<file path="src/rtl/vm_pkg.sv">
// Shared definitions for the coin collector: coin encodings and values, FSM states,
// the credit ceiling and the legal product type range.
package vm_pkg;

    localparam logic [1:0] CoinNone = 2'b00;
    localparam logic [1:0] Coin1    = 2'b01;
    localparam logic [1:0] Coin2    = 2'b10;
    localparam logic [1:0] Coin5    = 2'b11;

    localparam int unsigned CoinVal1 = 1;
    localparam int unsigned CoinVal2 = 2;
    localparam int unsigned CoinVal5 = 5;

    localparam int unsigned CREDIT_MAX = 15;

    localparam int unsigned TypeMin = 1;
    localparam int unsigned TypeMax = 5;

    typedef enum logic [2:0] {
        StIdle,
        StCollect,
        StRequest,
        StWait,
        StRefund
    } state_e;

    // Five bits wide so the credit sum can be range-checked before truncation.
    function automatic logic [4:0] coin_amount(input logic [1:0] code);
        logic [4:0] amount;
        case (code)
            Coin1:   amount = 5'(CoinVal1);
            Coin2:   amount = 5'(CoinVal2);
            Coin5:   amount = 5'(CoinVal5);
            default: amount = 5'd0;
        endcase
        return amount;
    endfunction

endpackage

</file>
<file path="src/rtl/vm_timer.sv">
// Clearable idle/response timer; tc is high while the count sits at TIMEOUT_CYCLES-1.
module vm_timer #(
    parameter int unsigned TIMEOUT_CYCLES = 255
) (
    input  logic clk,
    input  logic reset,
    input  logic clear,
    input  logic enable,
    output logic tc
);

    localparam int unsigned CntW = (TIMEOUT_CYCLES > 1) ? $clog2(TIMEOUT_CYCLES) : 1;
    localparam logic [CntW-1:0] Last = CntW'(TIMEOUT_CYCLES - 1);

    logic [CntW-1:0] count_q;

    always_ff @(posedge clk) begin
        if (reset || clear) begin
            count_q <= '0;
        end else if (enable && !tc) begin
            count_q <= count_q + 1'b1;
        end
    end

    assign tc = (count_q == Last);

endmodule

</file>
<file path="src/rtl/coin_collector.sv">
// Vending front end: accumulates coin credit, issues one purchase request per buy,
// and refunds leftover credit on cancel, timeout or a partially spent purchase.
module coin_collector #(
    parameter int unsigned TIMEOUT_CYCLES = 255,
    parameter int unsigned CREDIT_MAX     = 15
) (
    input  logic       clk,
    input  logic       reset,
    input  logic       coin_valid,
    input  logic [1:0] coin_value,
    input  logic       cancel,
    input  logic       buy,
    input  logic [2:0] sel_type,
    input  logic [3:0] sel_number,
    output logic [3:0] money,
    output logic [2:0] index_type,
    output logic [3:0] in_number,
    output logic       req_valid,
    input  logic       rsp_valid,
    input  logic       rsp_error,
    input  logic [3:0] rsp_remaining,
    output logic [3:0] change,
    output logic       change_valid,
    output logic       coin_reject,
    output logic       busy
);

    import vm_pkg::*;

    state_e     state_q, state_d;
    logic [3:0] credit_q, credit_d;
    logic [2:0] index_type_q;
    logic [3:0] in_number_q;
    logic [3:0] change_q;
    logic       req_valid_q, change_valid_q, coin_reject_q, busy_q;

    logic       accept, latch_sel, timer_clr, timer_en, timer_tc;
    logic       coin_fits, buy_legal, busy_d;
    logic [4:0] coin_sum;

    vm_timer #(
        .TIMEOUT_CYCLES(TIMEOUT_CYCLES)
    ) u_timer (
        .clk   (clk),
        .reset (reset),
        .clear (timer_clr),
        .enable(timer_en),
        .tc    (timer_tc)
    );

    assign coin_sum  = {1'b0, credit_q} + coin_amount(coin_value);
    assign coin_fits = coin_valid && (coin_value != CoinNone) && (coin_sum <= 5'(CREDIT_MAX));
    assign buy_legal = buy && (sel_type >= 3'(TypeMin)) && (sel_type <= 3'(TypeMax))
                       && (sel_number != 4'd0);

    always_comb begin
        state_d   = state_q;
        credit_d  = credit_q;
        accept    = 1'b0;
        latch_sel = 1'b0;
        timer_clr = 1'b0;
        timer_en  = 1'b0;
        unique case (state_q)
            StIdle: begin
                credit_d  = '0;
                timer_clr = 1'b1;
                if (coin_fits) begin
                    accept   = 1'b1;
                    credit_d = coin_sum[3:0];
                    state_d  = StCollect;
                end
            end
            StCollect: begin
                timer_en = 1'b1;
                // cancel beats buy beats coin; an illegal buy falls through untouched
                if (cancel) begin
                    state_d = StRefund;
                end else if (buy_legal) begin
                    latch_sel = 1'b1;
                    state_d   = StRequest;
                end else if (coin_fits) begin
                    accept    = 1'b1;
                    credit_d  = coin_sum[3:0];
                    timer_clr = 1'b1;
                end else if (timer_tc) begin
                    state_d = StRefund;
                end
            end
            StRequest: begin
                timer_clr = 1'b1;
                state_d   = StWait;
            end
            StWait: begin
                timer_en = 1'b1;
                if (rsp_valid) begin
                    if (rsp_error) begin
                        timer_clr = 1'b1;
                        state_d   = StCollect;
                    end else begin
                        credit_d = rsp_remaining;
                        state_d  = (rsp_remaining != 4'd0) ? StRefund : StIdle;
                    end
                end else if (timer_tc) begin
                    state_d = StRefund;
                end
            end
            StRefund: begin
                credit_d = '0;
                state_d  = StIdle;
            end
            default: state_d = StIdle;
        endcase
    end

    assign busy_d = (state_d == StRequest) || (state_d == StWait) || (state_d == StRefund);

    always_ff @(posedge clk) begin
        if (reset) begin
            state_q        <= StIdle;
            credit_q       <= '0;
            index_type_q   <= '0;
            in_number_q    <= '0;
            change_q       <= '0;
            req_valid_q    <= 1'b0;
            change_valid_q <= 1'b0;
            coin_reject_q  <= 1'b0;
            busy_q         <= 1'b0;
        end else begin
            state_q        <= state_d;
            credit_q       <= credit_d;
            req_valid_q    <= (state_d == StRequest);
            change_valid_q <= (state_d == StRefund);
            coin_reject_q  <= coin_valid && !accept;
            busy_q         <= busy_d;
            if (state_d == StRefund) begin
                change_q <= credit_d;
            end
            if (latch_sel) begin
                index_type_q <= sel_type;
                in_number_q  <= sel_number;
            end
        end
    end

    assign money        = credit_q;
    assign index_type   = index_type_q;
    assign in_number    = in_number_q;
    assign change       = change_q;
    assign req_valid    = req_valid_q;
    assign change_valid = change_valid_q;
    assign coin_reject  = coin_reject_q;
    assign busy         = busy_q;

endmodule

</file>
<file path="config.mk">
export PLATFORM = sky130hd
export DESIGN_NAME = coin_collector
export DESIGN_NICKNAME = d
export VERILOG_FILES = /design/src/rtl/vm_pkg.sv /design/src/rtl/vm_timer.sv /design/src/rtl/coin_collector.sv
export SDC_FILE = /design/constraint.sdc
export NUM_CORES = 1
export LEC_CHECK = 0
export CAP_MARGIN = 20
export CORE_MARGIN = 2
export CORE_UTILIZATION = 50
export CTS_CLUSTER_DIAMETER = 40
export DETAILED_ROUTE_END_ITERATION = 6
export GPL_ROUTABILITY_DRIVEN = 0
export PLACE_DENSITY = 0.89
export SETUP_SLACK_MARGIN = 0.2
export SLEW_MARGIN = 20
export SYNTH_ARGS = -nofsm -noshare
export SYNTH_HDL_FRONTEND = slang
export SYNTH_SLANG_ARGS = --single-unit
</file>
<file path="constraint.sdc">
create_clock -name clk -period 2.6 [get_ports clk]
set_input_delay 0.52 -clock clk [delete_from_list [all_inputs] [get_ports clk]]
set_output_delay 0.52 -clock clk [all_outputs]
set_load 0.005 [all_outputs]
</file>
==> results.toml <==
[yosys]
synth-edff-count = 0
ys_seq_area_share_pct = 35.2
ys.flop_type = "dfxtp_1"
synth.mux.area_fraction_pct = 5.27
synth_nets = 207
synthArstFlopShare_pct = 0
synth_top_family_by_area = "simple AND/OR/NAND/NOR gates"
ys_seq_elements = 30
yosys.area_share.adder_pct = 4.84
ys.warnings.count = 0
synth_compound_gate_area_share_pct = 21.5
syn_inst = 181
syn_area_um2 = 1710
synth_xor_area_share_pct = 4.10
synth_area_per_cell_um2 = 9.44
yosys.area_share.simple_pct = 24.2
ys_types = 55

[route]
wl_um = 3980
vias_per_cell = 5.51
drt_iter0_markers = 69
route.detailed.drc = 0
wire_per_inst_um = 14.3
antenna_left = 0
vias = 1532
dr.pass1.iters = 4

[floorplan]
die_w_um = 62.4
io_pins = 39
die_h_um = 62.4
num_rows = 21
fp.dieArea_um2 = 3900
start_util_pct = 51.6
core_area_um2 = 3310

[critical_path]
worst_ep_arrival_time_ns = 2.50
crit_fanout = 5
crit_path_max_incr_delay_ns = 0.49
crit_chain = "clkdlybuf4s50_1 > nand2b_1 > fa_2 > nor2b_4 > o21ai_4 > buf_4 > o211a_4 > a221oi_4 > a21oi_1"
setup.worst_path.start_class = "input pin"
slowest_stage = "clkdlybuf4s50_1"
end_kind = "register"
critPathKind = "input pin to register"
cp.required_ns = 2.81

[sta]
clock_skew_ns = 0.00274
setup_viol_count_final = 0
slew_headroom_pct = 63.2
fin_crit_sh_pct = 88.2
drv_slew = 0
worst_pin_slew_ns = 0.551
finalWorstPathRequiredPeriod_ns = 2.29
fmax_mhz = 436
rsz0062_at_grt = "false"
fin_ws_ns = 0.306
final_hold_viol_count = 0

[cells_and_area]
nFillCells = 263
final_cell_area_um2 = 2300
area_delta_synth_final_pct = 34.4
final_common_cell = "clkdlybuf4s50_1"
regArea_um2 = 601
diodes = 0
multiInputGateArea_um2 = 1070
drive_gt1_share_pct = 16.8
layout_common_cells = "clkdlybuf4s50_1 (37), dfxtp_1 (30), nor2_1 (24)"
nets = 259

[flow_run]
drv_cap = 0

[placement]
placed_cell_area_um2 = 2180
port_buffers = 38
dpl.hpwl_um = 3000
dp_slack_ns = -0.194

[clock_tree]
cts_hold_buf = 0
cts.sinks = 30
clock_latency_ns = 0.32
clock_path_buffers = 2
ctsRootBufferMaster = "clkbuf_4"
cts_buffers = 5
h-tree-depth = 2
cts_tree = "done"
cts.clk_slew.worst_paths_ns = 0.08

[grt]
grt_max_degree = 15
grt_pass1_wl_um = 6800
overflow = 0
grt_usage_pct = 22.2
grt_pass1_vias = 1482
grt_antenna_before_repair = 0

[pwr]
ir_drop_mv = 0.254
power.leakage_nw = 0.911
p_per_area_nw_per_um2 = 409

[outcome]
outcome = "finished, final reports clean"

[min_path]
hold_class = "register to register"
==> power breakdown <==
part / internal [mW] / switching (mW)
clock network: 0.121 / 0.144
registers: 0.473 / 0.0176
logic: 0.0988 / 0.0835
total: 0.693 / 0.245
==> logic make-up (layout without fill, tap and decap cells) <==
| logic type | Yosys count | in the layout |
|---|---|---|
| fa+ha+maj | 6 | 6 |
| simple gates | 67 | 67 |
| flops | 30 | 30 |
| xor+xnor | 8 | 8 |
| mux | 9 | 9 |
| compound gates | 44 | 44 |
| buf+inv | 17 | 68 |
==> through the flow <==
| step | TNS [ns] | hold WS [ns] | total power, mW | std cells | util (%) |
|---|---|---|---|---|---|
| after floorplan | 0 | 0.472 | 0.586 | 181 | - |
| after global placement | -1.13 | 0.475 | 0.667 | 269 | 65.7 |
| after detailed placement | -1.83 | 0.490 | 0.670 | 269 | 65.7 |
| after CTS | 0 | 0.509 | 0.936 | 275 | 67.8 |
| after global routing | 0 | 0.546 | 0.986 | 278 | 69.4 |
| final | 0 | 0.504 | 0.938 | 278 | 69.4 |
==> layer usage <==
metal / up-vias / global-route usage [%] / part of all wire [%]
met2: 62 / 36.0 / 47
met4: 0 / 11.1 / 2.8
li1: 763 / - / -
met3: 10 / 6.49 / 7.8
met5: - / 0 / 0
met1: 697 / 26.9 / 43
==> flip-flops by register name (all words and copies together) (netlist names) <==
name,cells
busy,1
change,4
u_timer.count_q,8
req_valid,1
state_q,3
index_type,3
change_valid,1
coin_reject,1
money,4
in_number,4
==> area by class of cell <==
type                    count  share of cell area [%]
multi-input cells         134                    46.7
flip-flops and latches     30                    26.2
repair buffers             50                    20.4
well taps                  46                    2.51
clock buffers               6                    2.23
inverters                  12                    1.96
==> what timing repair did <==
item / in CTS / in global routing
pin swaps: 2 / 4
hold endpoints to repair: 0 / 0
buffers inserted: 0 / 3
gates resized for setup: 4 / 5
endpoints found under the setup margin: 4 / 16
==> path summary, 6_finish.rpt <==
| check | from | endpoint | slack (ns) | cells after the start |
|---|---|---|---|---|
| max | coin_value[1] | change[0]$_SDFFE_PP0P_ | 0.31 | 9 |
| min | in_number[1]$_SDFFE_PP0P_ | in_number[1]$_SDFFE_PP0P_ | 0.50 | 2 |
| max reg2reg | money[0]$_SDFF_PP0_ | change[0]$_SDFFE_PP0P_ | 0.44 | 9 |
| min reg2reg | in_number[1]$_SDFFE_PP0P_ | in_number[1]$_SDFFE_PP0P_ | 0.50 | 2 |
==> critical path: cells and delay by family <==
kind / cells / cell delay (ns)
AO/OA/AOI/OAI: 4 / 0.69
adder cells (fa/ha/maj): 1 / 0.40
buffers and inverters: 2 / 0.65
AND/OR/NAND/NOR: 2 / 0.24
==> cell usage after synthesis (2+ instances only) <==
master,instances,area share (%)
nor2b_1,2,0.73
a31oi_1,3,1.1
nand2b_1,3,1.1
clkbuf_1,2,0.44
a211oi_1,2,0.88
nor3_4,2,1.9
nand2_1,6,1.3
buf_6,2,1.3
nor3_1,2,0.59
and3_1,2,0.73
nor3b_1,2,0.88
o21ai_2,2,1.0
and2_1,2,0.73
a221oi_2,2,1.8
nand3_1,6,1.8
o31ai_1,3,1.3
mux2i_1,9,5.3
o2bb2ai_1,2,1.0
o21ai_0,4,1.2
dfxtp_1,30,35
xor2_1,5,2.6
inv_1,12,2.6
a21oi_1,9,2.6
xnor2_1,3,1.5
nand4_1,3,1.1
ha_1,5,3.7
a21o_1,2,0.88
a22oi_1,3,1.3
nor2_1,24,5.3
a22o_1,2,1.0
(Power assumes the default switching activity.)
==> patch 1, RTL diff (config.mk and constraints unchanged) <==
`TIMEOUT_CYCLES` is set to 255 in 2 places; all go to 510.
--- a/src/rtl/vm_timer.sv
+++ b/src/rtl/vm_timer.sv
@@ -1,6 +1,6 @@
 // Clearable idle/response timer; tc is high while the count sits at TIMEOUT_CYCLES-1.
 module vm_timer #(
-    parameter int unsigned TIMEOUT_CYCLES = 255
+    parameter int unsigned TIMEOUT_CYCLES = 510
 ) (
     input  logic clk,
     input  logic reset,
--- a/src/rtl/coin_collector.sv
+++ b/src/rtl/coin_collector.sv
@@ -1,7 +1,7 @@
 // Vending front end: accumulates coin credit, issues one purchase request per buy,
 // and refunds leftover credit on cancel, timeout or a partially spent purchase.
 module coin_collector #(
-    parameter int unsigned TIMEOUT_CYCLES = 255,
+    parameter int unsigned TIMEOUT_CYCLES = 510,
     parameter int unsigned CREDIT_MAX     = 15
 ) (
     input  logic       clk,
Check against the original RTL: no difference found for any inputs over 10 cycles, from zero or initial values and one cycle with reset high; that may be too few to reach the edited logic, so the function may still have changed.
==> patch 1 against the unedited design <==
Area after synthesis fell by 5.9%; power fell by 1.2%; count of clock-buffer cells in the layout did not move; setup slack got worse by 0.013 ns; wire length fell by 7.1%; utilization rose by 3.1 points; cell area fell by 3.7%; sequential cell count rose by 1; critical endpoint unchanged; highest routed layer unchanged.
==> patch 1: results <==
[synthesis]
syn-num-nets = 202
synth_compound_area_share_pct = 17.20
post_synth_xor_area_fraction_pct = 4.903
yosys-top-cells-count = 31 x dfxtp_1, 28 x nor2_1, 8 x mux2i_1
synthAdderAreaFrac_pct = 5.136
synth.area.mux_share_pct = 4.981

[detailed_routing]
drtIter0Drc = 88
dr.pass1.iters = 5
via_count = 1511
routedWlPerCell_um = 13.50

[global_route]
grt_pass1_wl_um = 6044
grt_max_degree = 17
grt_pass1_vias = 1429

[pwr]
power.leakage_nw = 0.8553
sw_frac_of_total_pct = 25.89

[worst_setup_path]
path_max_fanout = 3
reg2reg_depth = 11
slowest_delay_ns = 0.40
slowest_stage = a222oi_1

[finish]
largest_register_ffs = 9
fillers = 231
nets = 257

[place]
post-place-ws_ns = -0.3986
dp_hpwl_um = 2806

[timing]
fmax_mhz = 433.4

[run_status]
status = finished, final reports clean
[patch 1: cell types whose count changed in the layout (fill, tap and decap cells not counted), sizes merged, moves of 3 or more]
cell    before  now
a21oi        9    5
o21ai        6    2
buf         12   17
and2         2    6
a222oi       0    3
nor2        24   28
a31oi        3    0
inv         12    7
a211oi       3    8
[patch 1: what timing repair did]
action / in CTS / in global routing
setup buffers: 1 / 0
endpoints found under the hold margin: 0 / 0
pin swaps: 6 / 2
setup endpoints to repair: 22 / 11
gates resized for setup: 7 / 5
[patch 1: per-layer routing]
metal | global-route usage, % | wire, um | vias to the layer above
met5 | 0 | 0 | -
met4 | 11.49 | 93 | 0
met3 | 5.544 | 247 | 8
met2 | 34.56 | 1747 | 64
met1 | 28.29 | 1610 | 691
li1 | - | - | 748
[patch 1: cells by family after synthesis]
logic type	after synthesis
adder cells (fa/ha/maj)	6
multiplexers	8
AND/OR/NAND/NOR	74
XOR/XNOR	9
buffers and inverters	14
flip-flops	31
AO/OA/AOI/OAI	34
[patch 1: cell type report]
type                    count  share of cell area, %
multi-input cells         131                  43.55
flip-flops and latches     31                  28.05
repair buffers             55                  22.85
well taps                  44                  2.489
clock buffers               6                  1.867
inverters                   7                  1.188
[patch 1: how the worst min path moves through the flow]
stage / from / to / slack [ns] / depth (start not counted)
floorplan: u_timer.count_q[6]$_SDFFE_PP0P_ / u_timer.count_q[6]$_SDFFE_PP0P_ / 0.47 / 2
global placement: in_number[3]$_SDFFE_PP0P_ / in_number[3]$_SDFFE_PP0P_ / 0.48 / 2
detailed placement: index_type[1]$_SDFFE_PP0P_ / index_type[1]$_SDFFE_PP0P_ / 0.49 / 2
CTS: change[0]$_SDFFE_PP0P_ / change[0]$_SDFFE_PP0P_ / 0.52 / 2
global route: change[0]$_SDFFE_PP0P_ / change[0]$_SDFFE_PP0P_ / 0.55 / 2
finish: index_type[0]$_SDFFE_PP0P_ / index_type[0]$_SDFFE_PP0P_ / 0.51 / 2
[patch 1: power by group through the flow]
stage | Combinational (mW) | Clock [mW] | Sequential [mW]
floorplan | 0.0853 | 0 | 0.510
global placement | 0.172 | 0 | 0.512
detailed placement | 0.176 | 0 | 0.512
CTS | 0.181 | 0.248 | 0.501
global route | 0.204 | 0.266 | 0.503
finish | 0.187 | 0.239 | 0.501
[patch 1: worst max-delay path, delay by kind of cell]
kind / cells / cell delay (ns)
buffers and inverters: 2 / 0.41
adders and majority gates: 1 / 0.31
and+or+nand+nor: 3 / 0.43
AOI/OAI and AO/OA: 4 / 0.82
[patch 1: through the flow]
stage | util [%] | hold slack (ns) | std cells
after floorplan | - | 0.4718 | 176
after global placement | 69.47 | 0.4849 | 267
after detailed placement | 69.47 | 0.4943 | 267
after CTS | 71.68 | 0.5154 | 274
after global routing | 72.46 | 0.5535 | 274
final | 72.46 | 0.5092 | 274
==> patch 2, RTL diff (same flow settings) <==
Without the edit above. Encoding of `state_e`: now one-hot (5 bits for 5 states).
--- a/src/rtl/vm_pkg.sv
+++ b/src/rtl/vm_pkg.sv
@@ -16,12 +16,12 @@
     localparam int unsigned TypeMin = 1;
     localparam int unsigned TypeMax = 5;
 
-    typedef enum logic [2:0] {
-        StIdle,
-        StCollect,
-        StRequest,
-        StWait,
-        StRefund
+    typedef enum logic [4:0] {
+        StIdle    = 5'b00001,
+        StCollect = 5'b00010,
+        StRequest = 5'b00100,
+        StWait    = 5'b01000,
+        StRefund  = 5'b10000
     } state_e;
 
     // Five bits wide so the credit sum can be range-checked before truncation.
Behaviour: same outputs for any inputs over 10 cycles, from zero or initial values and one cycle with reset high; not proved beyond that.
==> patch 2 against the unedited design <==
Sequential power up 5.7%; cell area up 2.0%; area after synthesis up 0.88%; wire length up 18%; critical path type unchanged; synthesized cell count up 7.2%; highest routed layer unchanged; sequential cell count up 2; power up 12%; final cell count up 6.5%; setup slack worse by 0.049 ns; global-route usage up 2.5 points.
==> patch 2: results <==
[finish]
final_cells = 296
drive_above_1_share_pct = 16.80

[global_route]
grt_pass1_vias = 1786
grt_pass1_wl_um = 7755
use_met3_pct = 7.027
grt_usage_pct = 24.73
grt_max_degree = 19

[synthesis]
synth_compound_area_share_pct = 18.52
synthCells = 194
synthAdderAreaFrac_pct = 4.793
yosys-top-cells-count = 32 x dfxtp_1, 30 x nor2_1, 10 x nand2_1
synth.area.mux_share_pct = 4.720
syn-num-nets = 220

[detailed_routing]
m1WireLength_um = 1829
wirelength_um = 4696
wl_met2_um = 2181
met3RoutedLength_um = 463

[run_status]
status = finished, final reports clean

[place]
post-place-ws_ns = -0.3136
placed_cells = 284
placed_area_sq_um = 2216

[pwr]
power.leakage_nw = 0.9133

[worst_setup_path]
cp.arrival_ns = 2.59
path_max_fanout = 8

[timing]
tightestPinTransition_ns = 0.5659
hold_ws_ns = 0.5048
==> patch 2: cell count changes after synthesis, moves of 3 or more <==
cell	delta
inv_1	-6
nor2_1	+6
o21ai_0	+5
a21oi_1	-4
nand2_1	+4
a22oi_1	-3
a311oi_1	+3
and3_1	+3
or4_1	+3
==> patch 2: timing repair <==
item	in CTS	in global routing
gates cloned	0	0
buffers inserted	4	1
setup endpoints to repair	6	4
pin swaps	3	3
gates resized for setup	6	3
==> patch 2: worst max-delay path, cell delays in order <==
cell,delay (ns)
dlygate4sd2_1,0.29
nand2b_1,0.22
fa_2,0.41
nor2b_2,0.18
o21ai_2,0.09
nand2b_1,0.12
buf_4,0.13
buf_4,0.11
buf_4,0.11
o21ai_1,0.07
buf_4,0.18
a211oi_1,0.15
==> patch 2: how the worst min path moves through the flow <==
stage                                                from                         endpoint  cells after the start
after CTS                          change[0]$_SDFFE_PP0P_           change[0]$_SDFFE_PP0P_                      2
after floorplan           u_timer.count_q[5]$_SDFFE_PP0P_  u_timer.count_q[5]$_SDFFE_PP0P_                      2
final                              change[0]$_SDFFE_PP0P_           change[0]$_SDFFE_PP0P_                      2
after global placement          in_number[0]$_SDFFE_PP0P_        in_number[0]$_SDFFE_PP0P_                      2
after detailed placement       index_type[2]$_SDFFE_PP0P_       index_type[2]$_SDFFE_PP0P_                      2
after global routing           index_type[0]$_SDFFE_PP0P_       index_type[0]$_SDFFE_PP0P_                      2
==> patch 2: area by class of cell <==
cell class | count | area (sq um)
Timing Repair Buffer | 56 | 513.0
Tap cell | 46 | 57.56
Multi-Input combinational cell | 149 | 1042
Clock buffer | 7 | 65.06
Sequential cell | 32 | 640.6
Fill cell | 269 | 969.7
Inverter | 6 | 22.52
